==> config.mk <==
export PLATFORM = sky130hd
export DESIGN_NAME = tlb_cache
export DESIGN_NICKNAME = d
export VERILOG_FILES = /design/src/rtl/tlb_cache.sv
export SDC_FILE = /design/constraint.sdc
export NUM_CORES = 1
export LEC_CHECK = 0
export CAP_MARGIN = 20
export CORE_AREA = 5 5 253 255
export CTS_CLUSTER_SIZE = 10
export DETAILED_ROUTE_END_ITERATION = 8
export DIE_AREA = 0 0 258 260
export GPL_TIMING_DRIVEN = 0
export PLACE_DENSITY_LB_ADDON = 0.2
export SLEW_MARGIN = 40
export SYNTH_ARGS = -nofsm -noshare
export SYNTH_HDL_FRONTEND = slang
export SYNTH_SLANG_ARGS = --single-unit
==> constraint.sdc <==
create_clock -name clk -period 5.4 [get_ports clk]
set_input_delay 1.08 -clock clk [delete_from_list [all_inputs] [get_ports clk]]
set_output_delay 1.08 -clock clk [all_outputs]
set_load 0.05 [all_outputs]
==> src/rtl/tlb_cache.sv <==
// rtl/tlb_cache.sv - fully-associative TLB with one-cycle lookup, fill, invalidate and flush
module tlb_cache #(
    parameter int ENTRIES   = 8,
    parameter int VA_WIDTH  = 32,
    parameter int PA_WIDTH  = 32,
    parameter int PAGE_BITS = 12
) (
    input  logic                               clk,
    input  logic                               reset,
    input  logic                               lookup_valid,
    input  logic [VA_WIDTH-1:0]                lookup_va,
    input  logic                               lookup_store,
    input  logic                               fill_valid,
    input  logic [VA_WIDTH-PAGE_BITS-1:0]      fill_vpn,
    input  logic [PA_WIDTH-PAGE_BITS-1:0]      fill_ppn,
    input  logic                               fill_dirty,
    input  logic                               inval_valid,
    input  logic [VA_WIDTH-PAGE_BITS-1:0]      inval_vpn,
    input  logic                               flush,
    output logic                               resp_valid,
    output logic                               resp_hit,
    output logic [PA_WIDTH-1:0]                resp_pa,
    output logic                               resp_dirty,
    output logic [$clog2(ENTRIES):0]           count,
    output logic                               full
);
    localparam int VPN_W = VA_WIDTH - PAGE_BITS;
    localparam int PPN_W = PA_WIDTH - PAGE_BITS;
    localparam int IDX_W = $clog2(ENTRIES);
    localparam int CNT_W = IDX_W + 1;

    logic [ENTRIES-1:0] valid;
    logic [ENTRIES-1:0] dirty;
    logic [VPN_W-1:0]   tag [ENTRIES];
    logic [PPN_W-1:0]   ppn [ENTRIES];
    logic [IDX_W-1:0]   ptr;

    logic             lk_hit, fl_hit, inv_hit, has_free, evict;
    logic [IDX_W-1:0] lk_idx, fl_idx, inv_idx, free_idx, fill_idx;
    logic [VPN_W-1:0] lk_vpn;

    assign lk_vpn = lookup_va[VA_WIDTH-1:PAGE_BITS];

    // All searches use pre-edge state; the free search runs high-to-low so the lowest index wins.
    always_comb begin
        lk_hit   = 1'b0;
        lk_idx   = '0;
        fl_hit   = 1'b0;
        fl_idx   = '0;
        inv_hit  = 1'b0;
        inv_idx  = '0;
        has_free = 1'b0;
        free_idx = '0;
        for (int i = ENTRIES - 1; i >= 0; i--) begin
            if (valid[i] && tag[i] == lk_vpn) begin
                lk_hit = 1'b1;
                lk_idx = IDX_W'(i);
            end
            if (valid[i] && tag[i] == fill_vpn) begin
                fl_hit = 1'b1;
                fl_idx = IDX_W'(i);
            end
            if (valid[i] && tag[i] == inval_vpn) begin
                inv_hit = 1'b1;
                inv_idx = IDX_W'(i);
            end
            if (!valid[i]) begin
                has_free = 1'b1;
                free_idx = IDX_W'(i);
            end
        end
        evict    = !fl_hit && !has_free;
        fill_idx = fl_hit ? fl_idx : (has_free ? free_idx : ptr);
    end

    // Later assignments override earlier ones, so flush/inval/fill win over the store-hit dirty update.
    always_ff @(posedge clk) begin
        if (reset) begin
            valid      <= '0;
            dirty      <= '0;
            ptr        <= '0;
            resp_valid <= 1'b0;
            resp_hit   <= 1'b0;
            resp_pa    <= '0;
            resp_dirty <= 1'b0;
            for (int i = 0; i < ENTRIES; i++) begin
                tag[i] <= '0;
                ppn[i] <= '0;
            end
        end else begin
            resp_valid <= lookup_valid;
            resp_hit   <= lookup_valid && lk_hit;
            resp_pa    <= (lookup_valid && lk_hit) ?
                          {ppn[lk_idx], lookup_va[PAGE_BITS-1:0]} : '0;
            resp_dirty <= lookup_valid && lk_hit && (dirty[lk_idx] || lookup_store);

            if (lookup_valid && lk_hit && lookup_store)
                dirty[lk_idx] <= 1'b1;

            if (flush) begin
                valid <= '0;
                dirty <= '0;
                ptr   <= '0;
            end else if (inval_valid) begin
                if (inv_hit)
                    valid[inv_idx] <= 1'b0;
            end else if (fill_valid) begin
                valid[fill_idx] <= 1'b1;
                dirty[fill_idx] <= fill_dirty;
                tag[fill_idx]   <= fill_vpn;
                ppn[fill_idx]   <= fill_ppn;
                if (evict)
                    ptr <= ptr + 1'b1;
            end
        end
    end

    always_comb begin
        count = '0;
        for (int i = 0; i < ENTRIES; i++)
            count = count + CNT_W'(valid[i]);
    end

    assign full = (count == CNT_W'(ENTRIES));

endmodule

==> results.txt <==
- Worst setup slack after placement: -557 ps
- Cell internal power was estimated by the tool at 5.13 mW.
* Detail Placement HPWL: 56.7 mm
* Top cell type by total area after synthesis: sky130_fd_sc_hd__edfxtp_1
- Cell Area, Synth: 21300 um^2
- The number of global-route vias before repair was 15400.
* Clock Sink Count: 374
- Number of design rule violations left after detail routing: 0
- For this run, the top clock speed supported by timing is 0.185 GHz.
- The cell sitting at the root of the clock tree is a sky130_fd_sc_hd__clkbuf_16.
- Compared with the post-synthesis result, the final layout area differs by 15.8%.
- Top-Level Pins: 140
* Detailed-route wire length on metal 1: 33.5 mm
- Worst Max-Slew Pin Slew: 929 ps
* Area of the core: 61400 um^2
- Cts hold-fix bufs: 0
- Worst Clk Skew: 25.7 ps
* Outcome: finished, violations left
- In the detailed route, the total length drawn on met3 is 7.04 mm.
- Count of mapped cells out of synthesis: 1845
- The final-report hold violation count is 0.
- Number of warning messages in the yosys log: 0
- Dividing the final minimum period by the clock period gives 100%.
- After detailed routing, no signal wire sits above met5.
- The initial antenna violation count came to 5.
- Synth Net Count: 1953
- In this design, the stage delay of the slowest critical-path cell is 720 ps.
* Worst Path Max Fanout: 40
* Leakage power summed over all cells: 8.36 nW
- Among all stages on the critical path, the largest delay is contributed by sky130_fd_sc_hd__or2_4.
- The later pin in the worst-skew pair is clocked with a latency of 610 ps.
- Entering global routing, the biggest net connects 41 pins.
- The critical path is of the input pin to flip-flop type.
- Sequential fraction of design power: 47.5%
* Y dimension of the die: 260 um
- The worst setup path is launched from an input pin.
* Number of standard cells in the layout, taps in and fillers out: 2803
- Post-placement cell count: 2716
* Die Wd: 258 um
- In the routed layout, each cell is associated on average with a via count of 5.48.
* Data required time of the worst path: 5620 ps
- Count of nets left with antenna violations after detail routing: 0
* Count of unique library cells instantiated by Yosys: 62
* Global-route wire length before repair: 115 mm
- Global-route congestion overflow total: 0
- Dividing the detail-routed wire length by the instance count gives 29.5 um.
- The clock network burns 41.9% of the power.
* Clock slew at the register clock pins of the worst setup and hold paths: 60 ps
* Top cells by area in the synthesized netlist: sky130_fd_sc_hd__edfxtp_1 45%, sky130_fd_sc_hd__xnor2_1 13%, sky130_fd_sc_hd__and2_1 9.8%
* Global-route usage over all layers: 24.0%
- Combinational logic burns 10.6% of the power.
- After filler insertion, the fill cell instance count of the layout stands at 6016.
- Routability-driven placement finished with a final weighted congestion of 0.957.
- In the synthesized netlist the async set-or-reset flop fraction comes to 0%.
- Summed over its instances, the top area cell type makes up 45.1% of the synthesized netlist area.
- Cell-by-cell listing of the critical path: clkbuf_1 -> xor2_1 -> nor4b_1 -> nand3_1 -> nor4_1 -> or4_1 -> nor2_1 -> or3_1 -> buf_2 -> nor3_2 -> or2_4
- RSZ-0062 raised after global routing: no
- The path class of the tightest hold or removal check is flip-flop to flip-flop.
- In this run the core area contains 91 standard-cell rows.
* Violations in the final reports: negative setup slack
- Synthesis inferred 374 register bits.
- Worst IR Drop VDD: 0.000259 V
* Bufs on Longest Clock Path: 3
* Switching part of the total: 26.3%
- Power spread over the standard cell area amounts to 282 nW/um^2.
- Router iterations before antenna repair: 5
- During placement, the flow inserted port buffers numbering 79.
- Among all flip-flop cells after synthesis, the most frequent one is sky130_fd_sc_hd__edfxtp_1.
- Net switching power of the design: 1.83 mW
- Avg Cell Area, Syn: 11.5 um^2
- DRC violation total after the first TritonRoute iteration: 1444
* H-tree depth: 2
* Total wire length: 82.6 mm
* Setup-failing EPs final: 12
- Fin crit period: 5410 ps
- Sort of element at the end of the critical path: flip-flop
- After detailed routing, the met2 layer carries 38.4 mm of wire.
- Worst slew slack as a fraction of its limit: 38.1%
- Post-CTS setup buffer count: 0
- Counting the buffers created by CTS gives 46.
* Fraction of layout cells with a size suffix above 1: 9.45%
- The number of pins with negative max-slew slack in the final report came to 0.
- Starting density of the core: 34.7%
* Arrival time of data at the critical path endpoint: 5630 ps
- Number of nets in the finished design: 2083
- Proportion of synthesized chip area in sequential cells: 50.2%
* Number of flops mapped to enable cells by yosys: 320
- Core occupancy in the finished layout: 40.2%
- Via count: 15400
* Die outline area: 67100 um^2
- TritonCTS built the clock tree.
- Max-capacitance violation count: 0
- Setup ws final: -5.93 ps
## metal layers
metal | vias up | GRT usage [%]
met3 | 174 | 5.06
met2 | 739 | 39.2
met1 | 7695 | 31.0
met5 | - | 0
met4 | 4 | 10.1
li1 | 6747 | -
## power groups by stage
stage                     Clock (mW)  Sequential, mW  Combinational [mW]
after floorplan                    0            3.34               0.434
after global placement             0            3.36               0.713
after detailed placement           0            3.36               0.720
after CTS                       2.97            3.30               0.723
after global routing            3.08            3.31               0.769
final                           2.92            3.30               0.737
## final timing paths
check / startpoint / slack (ps) / depth (start not counted) / end
hold reg to reg: ptr[2]$_SDFFE_PP0P_ / 520 / 2 / ptr[2]$_SDFFE_PP0P_
setup / recovery: fill_vpn[19] / -6 / 11 / ppn[6][15]$_SDFFCE_PN0P_
hold / removal: ptr[2]$_SDFFE_PP0P_ / 520 / 2 / ptr[2]$_SDFFE_PP0P_
setup reg to reg: tag[4][19]$_SDFFCE_PN0P_ / 490 / 10 / ppn[6][15]$_SDFFCE_PN0P_
## worst max-delay path, delay by kind of cell
kind	cells	cell delay [ps]
XOR/XNOR	1	190
buffers and inverters	2	860
AND/OR/NAND/NOR	8	3450
## cell usage in the layout, fill, tap and decap left out, types with 6 or more instances in the layout
master                            instances
sky130_fd_sc_hd__xnor2_1                307
sky130_fd_sc_hd__nor2_1                  18
sky130_fd_sc_hd__nand2_1                 36
sky130_fd_sc_hd__a31o_2                   7
sky130_fd_sc_hd__nand2b_1                 7
sky130_fd_sc_hd__mux2i_1                 83
sky130_fd_sc_hd__edfxtp_1               320
sky130_fd_sc_hd__nor4_2                   6
sky130_fd_sc_hd__o21ai_0                 12
sky130_fd_sc_hd__clkbuf_1                72
sky130_fd_sc_hd__buf_6                    6
sky130_fd_sc_hd__or4_1                    6
sky130_fd_sc_hd__or2_4                    8
sky130_fd_sc_hd__clkbuf_16               47
sky130_fd_sc_hd__xor2_1                 174
sky130_fd_sc_hd__a31oi_1                  6
sky130_fd_sc_hd__clkdlybuf4s50_1         76
sky130_fd_sc_hd__clkbuf_2                44
sky130_fd_sc_hd__buf_2                   40
sky130_fd_sc_hd__dfxtp_1                 54
sky130_fd_sc_hd__nand3_1                 30
sky130_fd_sc_hd__and2_1                 334
sky130_fd_sc_hd__inv_1                   16
sky130_fd_sc_hd__o221ai_1                21
sky130_fd_sc_hd__a21oi_1                  6
sky130_fd_sc_hd__nand4_1                 87
sky130_fd_sc_hd__o22a_1                  20
sky130_fd_sc_hd__nor4_1                  60
sky130_fd_sc_hd__nor3_1                  12
## cell families (layout without fill, tap and decap cells)
family,count (synthesis),count (layout),share of synthesized area (%)
compound gates,101,101,3.72
fa+ha+maj,8,8,0.611
other cells,0,3,0
xor+xnor,483,483,19.9
simple gates,643,644,18.5
mux,83,83,3.90
flops,374,374,50.2
buf+inv,153,317,3.12
## cell usage after synthesis (5+ instances only)
cell,n
sky130_fd_sc_hd__buf_2,38
sky130_fd_sc_hd__and2_1,334
sky130_fd_sc_hd__o22a_1,20
sky130_fd_sc_hd__nor3_1,14
sky130_fd_sc_hd__buf_6,5
sky130_fd_sc_hd__nand4_1,87
sky130_fd_sc_hd__a31o_2,7
sky130_fd_sc_hd__o221ai_1,21
sky130_fd_sc_hd__inv_1,16
sky130_fd_sc_hd__nand2b_1,7
sky130_fd_sc_hd__mux2i_1,83
sky130_fd_sc_hd__nor4_1,66
sky130_fd_sc_hd__dfxtp_1,54
sky130_fd_sc_hd__a31oi_1,6
sky130_fd_sc_hd__clkbuf_1,91
sky130_fd_sc_hd__xor2_1,174
sky130_fd_sc_hd__nand2_1,36
sky130_fd_sc_hd__or4_1,6
sky130_fd_sc_hd__xnor2_1,307
sky130_fd_sc_hd__edfxtp_1,320
sky130_fd_sc_hd__nor2_1,18
sky130_fd_sc_hd__nand3_1,30
sky130_fd_sc_hd__a21oi_1,6
sky130_fd_sc_hd__or2_2,11
sky130_fd_sc_hd__nor4b_1,5
sky130_fd_sc_hd__o21ai_0,12
## final cells by class
| class | instances | area [um^2] | area share (%) |
|---|---|---|---|
| Clock inverter | 11 | 114 | 0.462 |
| Inverter | 16 | 60.1 | 0.244 |
| Antenna cell | 3 | 7.51 | 0.0305 |
| Timing Repair Buffer | 81 | 801 | 3.25 |
| Clock buffer | 72 | 1290 | 5.23 |
| Tap cell | 790 | 988 | 4.01 |
| Sequential cell | 374 | 10700 | 43.4 |
| Buffer | 137 | 658 | 2.67 |
| Multi-Input combinational cell | 1319 | 10000 | 40.7 |
## metrics by stage
stage / power, mW / instance area, um^2 / hold slack (ps) / TNS (ps)
after floorplan: 3.77 / 21300 / 480 / 0
after detailed placement: 4.08 / 23200 / 508 / -108550
after CTS: 7.00 / 24600 / 520 / -36.8
after global routing: 7.16 / 24600 / 553 / 0
after global placement: 4.08 / 23100 / 505 / -597640
final: 6.96 / 24700 / 521 / -39.5
## registers in the layout, indices dropped and copies added (netlist names)
signal	flops
resp_valid	1
dirty	8
ptr	3
ppn	160
resp_pa	32
resp_hit	1
valid	8
tag	160
resp_dirty	1
## what timing repair did
item                                    4_1_cts  5_1_grt
endpoints found under the setup margin        3       30
pin swaps                                     0        1
gates resized for setup                       4        3
cloned                                        0        1
(Power assumes the default switching activity.)
